<file path="src/rtl/ifu_pkg.sv">
// Shared types and constants for the instruction fetch unit: FSM states,
// instruction field positions and the PC increment.
package ifu_pkg;

    typedef enum logic [1:0] {
        IDLE = 2'd0,
        WAIT = 2'd1,
        DROP = 2'd2
    } ifu_state_e;

    localparam int OP_MSB    = 31;
    localparam int OP_LSB    = 26;
    localparam int FUNCT_MSB = 5;
    localparam int FUNCT_LSB = 0;

    localparam int PC_STEP   = 4;

endpackage

</file>
<file path="src/rtl/ifu_if.sv">
// Instruction-memory read bus: req/addr held until ack; rdata valid with ack.
interface ifu_if #(
    parameter int ADDR_W = 32,
    parameter int DATA_W = 32
);
    logic              imem_req;
    logic [ADDR_W-1:0] imem_addr;
    logic              imem_ack;
    logic [DATA_W-1:0] imem_rdata;

    modport master (
        output imem_req,
        output imem_addr,
        input  imem_ack,
        input  imem_rdata
    );

    modport slave (
        input  imem_req,
        input  imem_addr,
        output imem_ack,
        output imem_rdata
    );
endinterface

</file>
<file path="src/rtl/ifu_fifo.sv">
// Prefetch buffer: DEPTH-entry synchronous FIFO of {pc, instr}.
// Flush has priority over push and pop.
module ifu_fifo #(
    parameter int ADDR_W = 32,
    parameter int DATA_W = 32,
    parameter int DEPTH  = 2,
    localparam int PTR_W = $clog2(DEPTH),
    localparam int CNT_W = $clog2(DEPTH + 1)
) (
    input  logic              clk,
    input  logic              rst,
    input  logic              push_i,
    input  logic              pop_i,
    input  logic              flush_i,
    input  logic [ADDR_W-1:0] push_pc_i,
    input  logic [DATA_W-1:0] push_instr_i,
    output logic [ADDR_W-1:0] head_pc_o,
    output logic [DATA_W-1:0] head_instr_o,
    output logic [CNT_W-1:0]  count_o,
    output logic              empty_o,
    output logic              full_o
);

    logic [ADDR_W-1:0] pc_mem_q    [DEPTH];
    logic [DATA_W-1:0] instr_mem_q [DEPTH];
    logic [PTR_W-1:0]  wr_ptr_q, wr_ptr_d;
    logic [PTR_W-1:0]  rd_ptr_q, rd_ptr_d;
    logic [CNT_W-1:0]  count_q, count_d;
    logic              do_push, do_pop;

    assign empty_o = (count_q == '0);
    assign full_o  = (count_q == CNT_W'(DEPTH));

    // A push into a full buffer is only legal when the head leaves in the same cycle.
    assign do_pop  = pop_i & ~empty_o & ~flush_i;
    assign do_push = push_i & (~full_o | do_pop) & ~flush_i;

    always_comb begin
        wr_ptr_d = wr_ptr_q;
        rd_ptr_d = rd_ptr_q;
        count_d  = count_q;
        if (flush_i) begin
            wr_ptr_d = '0;
            rd_ptr_d = '0;
            count_d  = '0;
        end else begin
            if (do_push) wr_ptr_d = wr_ptr_q + PTR_W'(1);
            if (do_pop)  rd_ptr_d = rd_ptr_q + PTR_W'(1);
            count_d = count_q + CNT_W'(do_push) - CNT_W'(do_pop);
        end
    end

    always_ff @(posedge clk or posedge rst) begin
        if (rst) begin
            wr_ptr_q <= '0;
            rd_ptr_q <= '0;
            count_q  <= '0;
        end else begin
            wr_ptr_q <= wr_ptr_d;
            rd_ptr_q <= rd_ptr_d;
            count_q  <= count_d;
        end
    end

    always_ff @(posedge clk) begin
        if (do_push) begin
            pc_mem_q[wr_ptr_q]    <= push_pc_i;
            instr_mem_q[wr_ptr_q] <= push_instr_i;
        end
    end

    assign head_pc_o    = pc_mem_q[rd_ptr_q];
    assign head_instr_o = instr_mem_q[rd_ptr_q];
    assign count_o      = count_q;

endmodule

</file>
<file path="src/rtl/instr_fetch_unit.sv">
// Instruction fetch unit: PC, single-outstanding imem reads, prefetch FIFO and
// redirect flush. Define IFU_PERF_CNT_EN to add fetched/stall counters.
module instr_fetch_unit
    import ifu_pkg::*;
#(
    parameter int              ADDR_W     = 32,
    parameter int              DATA_W     = 32,
    parameter logic [ADDR_W-1:0] RESET_PC = '0,
    parameter int              FIFO_DEPTH = 2
) (
    input  logic              clk,
    input  logic              rst,
    ifu_if.master             imem,
    // Decode handshake: the head transfers on a rising edge where
    // instr_valid_o & instr_ready_i; the head is held stable while valid & !ready.
    output logic              instr_valid_o,
    input  logic              instr_ready_i,
    output logic [DATA_W-1:0] instr_o,
    output logic [ADDR_W-1:0] instr_pc_o,
    output logic [5:0]        op_o,
    output logic [5:0]        funct_o,
    input  logic              redirect_valid_i,
    input  logic [ADDR_W-1:0] redirect_pc_i,
    output logic [1:0]        state_o
`ifdef IFU_PERF_CNT_EN
    ,
    output logic [31:0]       perf_fetched_o,
    output logic [31:0]       perf_stall_o
`endif
);

    localparam int CNT_W = $clog2(FIFO_DEPTH + 1);

    localparam logic [1:0] S_IDLE = IDLE;
    localparam logic [1:0] S_WAIT = WAIT;
    localparam logic [1:0] S_DROP = DROP;

    logic [1:0]        state_q, state_d;
    logic              req_q, req_d;
    logic [ADDR_W-1:0] addr_q, addr_d;
    logic [ADDR_W-1:0] fetch_pc_q, fetch_pc_d;

    logic [CNT_W-1:0]  fifo_count;
    logic              fifo_empty, fifo_full;
    logic [ADDR_W-1:0] head_pc;
    logic [DATA_W-1:0] head_instr;

    logic              ack, push, pop;
    logic [ADDR_W-1:0] redirect_pc_aligned;
    logic [ADDR_W-1:0] pc_next;
    logic [CNT_W:0]    count_after;
    logic              room;

    assign ack  = imem.imem_ack & req_q;
    assign pop  = instr_valid_o & instr_ready_i & ~redirect_valid_i;
    assign push = (state_q == S_WAIT) & ack & ~redirect_valid_i;

    assign redirect_pc_aligned = redirect_pc_i & ~ADDR_W'(3);
    assign pc_next             = fetch_pc_q + ADDR_W'(PC_STEP);

    // Room for another outstanding request once this cycle's push and pop settle.
    assign count_after = {1'b0, fifo_count} + (CNT_W+1)'(push) - (CNT_W+1)'(pop);
    assign room        = count_after < (CNT_W+1)'(FIFO_DEPTH);

    always_comb begin
        state_d    = state_q;
        req_d      = req_q;
        addr_d     = addr_q;
        fetch_pc_d = fetch_pc_q;
        case (state_q)
            S_IDLE: begin
                if (redirect_valid_i) begin
                    fetch_pc_d = redirect_pc_aligned;
                end else if (!fifo_full) begin
                    state_d = S_WAIT;
                    req_d   = 1'b1;
                    addr_d  = fetch_pc_q;
                end
            end
            S_WAIT: begin
                if (redirect_valid_i) begin
                    fetch_pc_d = redirect_pc_aligned;
                    if (ack) begin
                        state_d = S_IDLE;
                        req_d   = 1'b0;
                    end else begin
                        state_d = S_DROP;
                    end
                end else if (ack) begin
                    fetch_pc_d = pc_next;
                    if (room) begin
                        addr_d = pc_next;
                    end else begin
                        state_d = S_IDLE;
                        req_d   = 1'b0;
                    end
                end
            end
            S_DROP: begin
                // Stale request stays on the bus until the memory answers it.
                if (redirect_valid_i) fetch_pc_d = redirect_pc_aligned;
                if (ack) begin
                    state_d = S_IDLE;
                    req_d   = 1'b0;
                end
            end
            default: begin
                state_d = S_IDLE;
                req_d   = 1'b0;
            end
        endcase
    end

    always_ff @(posedge clk or posedge rst) begin
        if (rst) begin
            state_q    <= S_IDLE;
            req_q      <= 1'b0;
            addr_q     <= RESET_PC;
            fetch_pc_q <= RESET_PC;
        end else begin
            state_q    <= state_d;
            req_q      <= req_d;
            addr_q     <= addr_d;
            fetch_pc_q <= fetch_pc_d;
        end
    end

    ifu_fifo #(
        .ADDR_W (ADDR_W),
        .DATA_W (DATA_W),
        .DEPTH  (FIFO_DEPTH)
    ) u_fifo (
        .clk          (clk),
        .rst          (rst),
        .push_i       (push),
        .pop_i        (pop),
        .flush_i      (redirect_valid_i),
        .push_pc_i    (addr_q),
        .push_instr_i (imem.imem_rdata),
        .head_pc_o    (head_pc),
        .head_instr_o (head_instr),
        .count_o      (fifo_count),
        .empty_o      (fifo_empty),
        .full_o       (fifo_full)
    );

    assign imem.imem_req  = req_q;
    assign imem.imem_addr = addr_q;

    assign instr_valid_o = ~fifo_empty;
    assign instr_o       = head_instr;
    assign instr_pc_o    = head_pc;
    assign op_o          = head_instr[OP_MSB:OP_LSB];
    assign funct_o       = head_instr[FUNCT_MSB:FUNCT_LSB];
    assign state_o       = state_q;

`ifdef IFU_PERF_CNT_EN
    logic [31:0] perf_fetched_q, perf_stall_q;

    // Counters survive redirects; only reset clears them.
    always_ff @(posedge clk or posedge rst) begin
        if (rst) begin
            perf_fetched_q <= '0;
            perf_stall_q   <= '0;
        end else begin
            if (instr_valid_o & instr_ready_i)  perf_fetched_q <= perf_fetched_q + 32'd1;
            if (~instr_valid_o & instr_ready_i) perf_stall_q   <= perf_stall_q + 32'd1;
        end
    end

    assign perf_fetched_o = perf_fetched_q;
    assign perf_stall_o   = perf_stall_q;
`endif

endmodule
</file>
<file path="src/flat_wrapper.sv">
// flat-port wrapper written by rule: the top's interface ports become plain ports
module instr_fetch_unit_flat import ifu_pkg::*;
#(
    parameter int              ADDR_W     = 32,
    parameter int              DATA_W     = 32,
    parameter logic [ADDR_W-1:0] RESET_PC = '0,
    parameter int              FIFO_DEPTH = 2
)
  (clk, rst, instr_valid_o, instr_ready_i, instr_o, instr_pc_o, op_o, funct_o, redirect_valid_i, redirect_pc_i, state_o, imem_imem_req, imem_imem_addr, imem_imem_ack, imem_imem_rdata);
  ifu_if #(.ADDR_W(ADDR_W), .DATA_W(DATA_W)) imem_i ();
  input  logic clk;
  input  logic rst;
  output logic instr_valid_o;
  input  logic instr_ready_i;
  output logic [DATA_W-1:0] instr_o;
  output logic [ADDR_W-1:0] instr_pc_o;
  output logic [5:0] op_o;
  output logic [5:0] funct_o;
  input  logic redirect_valid_i;
  input  logic [ADDR_W-1:0] redirect_pc_i;
  output logic [1:0] state_o;
  output wire logic [$bits(imem_i.imem_req)-1:0] imem_imem_req;
  output wire logic [$bits(imem_i.imem_addr)-1:0] imem_imem_addr;
  input wire logic [$bits(imem_i.imem_ack)-1:0] imem_imem_ack;
  input wire logic [$bits(imem_i.imem_rdata)-1:0] imem_imem_rdata;
  assign imem_imem_req = imem_i.imem_req;
  assign imem_imem_addr = imem_i.imem_addr;
  assign imem_i.imem_ack = imem_imem_ack;
  assign imem_i.imem_rdata = imem_imem_rdata;
  instr_fetch_unit #(.ADDR_W(ADDR_W), .DATA_W(DATA_W), .RESET_PC(RESET_PC), .FIFO_DEPTH(FIFO_DEPTH)) u_core (.clk(clk), .rst(rst), .imem(imem_i), .instr_valid_o(instr_valid_o), .instr_ready_i(instr_ready_i), .instr_o(instr_o), .instr_pc_o(instr_pc_o), .op_o(op_o), .funct_o(funct_o), .redirect_valid_i(redirect_valid_i), .redirect_pc_i(redirect_pc_i), .state_o(state_o));
endmodule
</file>
<file path="config.mk">
export PLATFORM = sky130hd
export DESIGN_NAME = instr_fetch_unit_flat
export DESIGN_NICKNAME = d
export VERILOG_FILES = /design/src/rtl/ifu_pkg.sv /design/src/rtl/ifu_if.sv /design/src/rtl/ifu_fifo.sv /design/src/rtl/instr_fetch_unit.sv /design/src/flat_wrapper.sv
export SDC_FILE = /design/constraint.sdc
export NUM_CORES = 1
export LEC_CHECK = 0
export BUFFER_PORTS_ARGS = -buffer_cell sky130_fd_sc_hd__buf_2
export CORE_UTILIZATION = 45
export DETAILED_ROUTE_END_ITERATION = 7
export PLACE_DENSITY = 0.67
export REMOVE_ABC_BUFFERS = 1
export SETUP_SLACK_MARGIN = 0.15
export SYNTH_ARGS = -nofsm -noshare
export SYNTH_HDL_FRONTEND = slang
export SYNTH_SLANG_ARGS = --single-unit
</file>
<file path="constraint.sdc">
create_clock -name clk -period 13.1 [get_ports clk]
set_input_delay 0.655 -clock clk [delete_from_list [all_inputs] [get_ports clk]]
set_output_delay 0.655 -clock clk [all_outputs]
set_load 0.01 [all_outputs]
</file>
==> flow_metrics.tcl, run 1 <==
set metrics [dict create \
    cts_tree "done" \
    die_h_um 142.8 \
    slew_viol_final 0 \
    synth-compound-area-share_pct 12.26 \
    grt-ovfl-total 0 \
    coreArea_um2 19460 \
    wl_per_cell_um 18.39 \
    period_share_pct 34.75 \
    critPathTopFamily "simple AND/OR/NAND/NOR gates" \
    wl_um 20730 \
    period_minus_slack_ps 4552 \
    dieArea_um2 20390 \
    dpl.hpwl_um 13160 \
    critPathSlowestCell "nor2_2" \
    worstSetupPathType "reg -> reg" \
    grt_pass1_vias 5881 \
    finalNonFillerCells 1127 \
    synth_top_flop_cell "edfxtp_1" \
    floorplan.initialDensity_pct 45.83 \
    clock_skew_ps 9.948 \
    min_path_type "in -> reg" \
    cts-hold-fix-buffers 0 \
    synthAdderAreaFrac_pct 0.7855 \
    crit_path_end_kind "register" \
    ant_nets 0 \
    gp_congestion 0.8578 \
    drive_gt1_share_pct 34.22 \
    hold_violations 0 \
    synth_xor_xnor_area_share_pct 1.767 \
    fin_util_pct 53.63 \
    final_common_cell "buf_2" \
    max-slew-margin-rel_pct 27.51 \
    fmax_ghz 0.2197 \
    synthArstFlopShare_pct 35.08 \
    num_io_pins 181 \
    fin_setup_tns_ps 0 \
    drv_cap 0 \
    cts_resized 0 \
    clk_latency_ps 430 \
    ctsLongestPathBuffers 2 \
    holdWs_ps 412.4 \
    power_leakage_nw 3.946 \
    die_width_um 142.8 \
    antenna_found_initial 0 \
    drt_pre_antenna_iters 5 \
    syn_avg_cell_area_um2 12.44 \
    worstPathCellList "nand2b_1, nor3_1, inv_1, ha_1, nand2b_1, fa_1, nand4_1, o22a_1, nor2_2, mux2_2" \
    synth_simple_gate_area_share_pct 11.75 \
    ir_worst_vdd_uv 108.6 \
    clock-sinks 191 \
    crit_top_cell "nand2b_1" \
    antenna_cells 0 \
    postCtsSetupRepairBufs 0 \
    fillCellCount 1709 \
    crit_buf_inv 1 \
    layout_common_cells "174 x buf_2, 124 x edfxtp_1, 66 x dfrtp_1, 63 x mux2_2, 48 x o21ai_0" \
    vias_per_cell 5.702 \
    grt_pass1_wl_um 32270 \
    ys_types 64 \
    dp.cells 1095 \
    placed_cell_area_um2 9849 \
    status "complete, no violations" \
    final_area_um2 10440 \
    cp-start-kind "register" \
    synth_top_family_by_area "compound AO/OA/AOI/OAI gates" \
    powerDensity_nw_per_um2 186.9 \
    grt_usage_pct 20.82 \
    rsz0062_at_grt "no" \
    drc 0 \
    path_max_fanout 19 \
    worst_pin_slew_ps 1087 \
    grt_max_degree 68 \
    finalSetupViolCount 0 \
    yosysWarnings 0 \
    worstPathArrival_ps 4870 \
    layout.nets 923 \
    syn-instance-count 717 \
    synth_edf_count 124 \
    ys_seq_elements 191 \
    numCtsBuffers 17 \
    syn_to_final_growth_pct 17.01 \
    cts_root_buf "clkbuf_16" \
    clk_pin_slew_ps 70 \
    row_count 51 \
    cts-htree-levels 4 \
    ys_seq_area_share_pct 60.54 \
    required_ps 13410 \
    synth.area.mux_share_pct 8.066 \
    max_stage_delay_ps 750 \
    port_buffers 174 \
    vias 6426 \
    drtIter0Drc 572 \
    netlist_area_um2 8920 \
]
==> layout make-up <==
| class | count | area (µm²) | share of cell area [%] |
|---|---|---|---|
| sequential | 191 | 5401 | 51.75 |
| multi-input combinational | 442 | 3122 | 29.91 |
| timing repair buffer | 184 | 945.9 | 9.063 |
| clock buffer | 20 | 456.7 | 4.375 |
| tap | 265 | 331.6 | 3.177 |
| clock inverter | 12 | 131.4 | 1.259 |
| inverter | 13 | 48.80 | 0.4675 |
==> logic make-up after synthesis <==
family	Yosys count
AOI/OAI and AO/OA	169
xor gates and xnor gates	18
adders and majority gates	5
buffers and inverters	87
DFF	191
muxes	64
other	1
and+or+nand+nor	182
==> report_power, final <==
group          switching (mW)  total, mW  leakage (nW)  internal [mW]
clock                   0.224      0.518         0.297          0.293
combinational           0.307      0.520          1.75          0.214
sequential              0.139      0.912          1.89          0.773
==> per-layer routing <==
metal  vias to the layer above  share of wire (%)  global-route usage (%)
met5                         -                  0                       0
met4                         0                2.6                   8.602
met3                        41                6.1                   4.326
met2                       233                 48                   32.95
met1                      3163                 44                   27.87
li1                       2989                  -                       -
==> stage by stage <==
step / setup slack (ps) / power (mW)
after floorplan: 8593 / 1.214
after global placement: 8592 / 1.429
after detailed placement: 8580 / 1.441
after CTS: 8548 / 1.962
after global routing: 8099 / 2.058
final: 8548 / 1.950
==> state kept, by name, indices dropped and copies added, names as in the netlist <==
| signal | flops |
|---|---|
| u_core.u_fifo.instr_mem_q | 64 |
| u_core.u_fifo.rd_ptr_q | 1 |
| u_core.imem.imem_addr | 30 |
| u_core.imem.imem_req | 1 |
| u_core.state_o | 2 |
| u_core.u_fifo.pc_mem_q | 60 |
| u_core.u_fifo.wr_ptr_q | 1 |
| u_core.fetch_pc_q | 30 |
| u_core.u_fifo.count_o | 2 |
==> final timing paths <==
path	from	endpoint	slack, ps	cells after the start
worst min register to register	u_core.imem.imem_addr[15]	u_core.u_fifo.pc_mem_q[0][15]	490	0
max in group asynchronous	rst	u_core.u_fifo.rd_ptr_q	11980	3
worst max register to register	u_core.state_o[0]	u_core.imem.imem_addr[4]	8550	10
worst min-delay path	imem_imem_rdata[16]	u_core.u_fifo.instr_mem_q[0][16]	410	1
min in group asynchronous	rst	u_core.imem.imem_addr[10]	500	3
worst max-delay path	u_core.state_o[0]	u_core.imem.imem_addr[4]	8550	10
==> synthesized netlist by cell type (2+ instances only) <==
master	n	area, µm²
nand4_2	4	50.05
or2_2	3	18.77
o211ai_1	4	30.03
a21oi_1	34	170.2
or3_1	5	31.28
and3_1	6	37.54
buf_1	6	22.52
a22oi_1	2	15.01
nand3_1	25	125.1
edfxtp_1	124	3724
xnor2_1	10	87.58
o311a_1	6	60.06
o41ai_1	3	26.28
o31ai_1	14	105.1
o21ai_0	48	240.2
buf_2	17	85.08
nand2_1	35	131.4
dfrtp_1	67	1677
inv_1	13	48.80
a31oi_1	12	75.07
nand4_1	16	100.1
a2bb2oi_1	11	96.34
nand3b_1	6	45.04
o32ai_1	2	17.52
and4_4	2	22.52
nor4_1	8	50.05
and2_1	3	18.77
or4_1	8	60.06
nor2_1	28	105.1
nand2b_1	6	37.54
nor2b_1	5	31.28
clkbuf_1	31	116.4
a211oi_1	6	45.04
o31a_1	2	17.52
a311oi_1	2	17.52
o22ai_1	8	50.05
buf_4	19	142.6
ha_1	4	50.05
and4_1	8	70.07
nor3_1	5	25.02
mux2_2	63	709.4
xor2_1	8	70.07
a32oi_1	5	43.79
nor3b_1	3	22.52
==> worst register-to-register path, stage by stage, from the launching register on <==
cell,delay [ps]
dfrtp_1,590
nand2b_1,570
nor3_1,420
inv_1,200
ha_1,300
nand2b_1,150
fa_1,500
nand4_1,130
o22a_1,420
nor2_2,750
mux2_2,410
No activity file was read; power rests on OpenSTA's default activity.
==> run 2: changes to the inputs <==
==> constraint.sdc (replaced) <==
create_clock -name clk -period 4.7 [get_ports clk]
set_input_delay 0.235 -clock clk [delete_from_list [all_inputs] [get_ports clk]]
set_output_delay 0.235 -clock clk [all_outputs]
set_load 0.01 [all_outputs]
==> run 2 against run 1 <==
  * Utilization grew 1.7 points
  * Critical path depth is the same
  * Via count rose by 2.5%
  * Sequential share of layout area shrank 1.6 points
  * Die area unchanged
  * Setup slack worse by 7200 ps
  * Total power rose to 2.8 times the previous value
  * Final area up 3.2%
  * Critical path type unchanged
  * Cell count is 3.2% higher
  * Maximum frequency rose by 35%
  * First-iteration DRC count rose by 6.1%
==> flow_metrics.tcl, run 2 (synthesis results as in run 1) <==
set metrics [dict create \
    clk_pin_slew_ps 70 \
    dpl.hpwl_um 13420 \
    cts_root_buf "clkbuf_16" \
    clk_latency_ps 420 \
    drv_cap 0 \
    slew_viol_final 0 \
    worstSetupPathType "reg -> reg" \
    ir_worst_vdd_uv 284.6 \
    worst_pin_slew_ps 1135 \
    ctsLongestPathBuffers 2 \
    syn_to_final_growth_pct 20.76 \
    min_path_type "in -> reg" \
    drive_gt1_share_pct 32.63 \
    grt-ovfl-total 0 \
    clock_skew_ps 9.944 \
    dp_slack_ps 1345 \
    top_regs "u_core.u_fifo.instr_mem_q x64, u_core.u_fifo.pc_mem_q x60" \
    top_register "u_core.u_fifo.instr_mem_q" \
    crit_buf_inv 1 \
    dp.cells 1098 \
    gp_congestion 0.8350 \
    dieArea_um2 20390 \
    clock-sinks 191 \
    floorplan.initialDensity_pct 45.83 \
    critPathTopFamily "simple AND/OR/NAND/NOR gates" \
    layout.nets 959 \
    drtIter0Drc 607 \
    die_width_um 142.8 \
    finalSetupViolCount 0 \
    cts_resized 0 \
    largest_register_ffs 64 \
    grt_max_degree 63 \
    max-slew-margin-rel_pct 24.35 \
    port_buffers 174 \
    finalNonFillerCells 1163 \
    max_stage_delay_ps 600 \
    numCtsBuffers 17 \
    grt_pass1_wl_um 32650 \
    drt_pre_antenna_iters 5 \
    wl_per_cell_um 18.27 \
    fmax_ghz 0.2958 \
    status "complete, no violations" \
    wl_um 21250 \
    vias 6587 \
    grt_pass1_vias 6168 \
    cts-htree-levels 4 \
    layout_common_cells "174 x buf_2, 124 x edfxtp_1, 66 x dfrtp_1, 63 x mux2_2, 48 x o21ai_0" \
    holdWs_ps 68.25 \
    fin_setup_tns_ps 0 \
    required_ps 5010 \
    worstPathCellList "nand2b_1, nor3_1, inv_1, ha_1, nand2b_1, fa_1, nand4_1, o22a_1, nor2_2, mux2_2" \
    die_h_um 142.8 \
    cp-start-kind "register" \
    vias_per_cell 5.664 \
    period_share_pct 71.93 \
    path_max_fanout 16 \
    power_mw 5.444 \
    period_minus_slack_ps 3381 \
    final_common_cell "buf_2" \
    row_count 51 \
    crit_top_cell "nand2b_1" \
    coreArea_um2 19460 \
    setup_slack_ps 1319 \
    num_io_pins 181 \
    drc 0 \
    cts_tree "done" \
    ant_nets 0 \
    hold_violations 0 \
    rsz0062_at_grt "no" \
    antenna_found_initial 0 \
    grt_usage_pct 21.15 \
    powerDensity_nw_per_um2 505.4 \
    rrSetupSlack_ps 1320 \
    critPathSlowestCell "dfrtp_1" \
    antenna_cells 0 \
    power_leakage_nw 4.069 \
    crit_path_end_kind "register" \
    worstPathArrival_ps 3690 \
]
-- run 2: final cells by class --
class,count,area [µm²]
clock inverter,9,111.4
multi-input combinational,442,3122
inverter,13,48.80
fill,1677,8691
sequential,191,5401
tap,265,331.6
clock buffer,23,457.9
timing repair buffer,220,1299
-- run 2: timing repair --
action / CTS / global route
endpoints found under the hold margin: 93 / 0
setup buffers: 0 / 0
hold buffers: 33 / 0
-- run 2: worst paths after layout --
kind	from	cells past startpoint	endpoint
worst max-delay path	u_core.state_o[0]	10	u_core.imem.imem_addr[4]
worst min-delay path	imem_imem_ack	2	u_core.state_o[1]
worst max register to register	u_core.state_o[0]	10	u_core.imem.imem_addr[4]
worst min register to register	u_core.imem.imem_addr[9]	0	u_core.u_fifo.pc_mem_q[0][9]
max in group asynchronous	rst	4	u_core.u_fifo.rd_ptr_q
min in group asynchronous	rst	3	u_core.imem.imem_addr[3]
-- run 2: report_power, final --
group | switching (mW) | internal, mW
Sequential | 0.401 | 2.15
Clock | 0.605 | 0.801
Combinational | 0.857 | 0.625
-- run 2: metal layers --
metal	vias up	GRT usage, %	share of wire (%)
met5	-	0	0
met4	0	7.866	2.3
li1	3065	-	-
met3	44	5.366	6.7
met1	3186	27.56	43
met2	292	34.06	48
-- run 2: stage by stage --
step                      instance area, µm²  util [%]
after floorplan                         8553         -
after global placement                  9872     50.72
after detailed placement                9872     50.72
after CTS                              10770     55.35
after global routing                   10770     55.35
final                                  10770     55.35
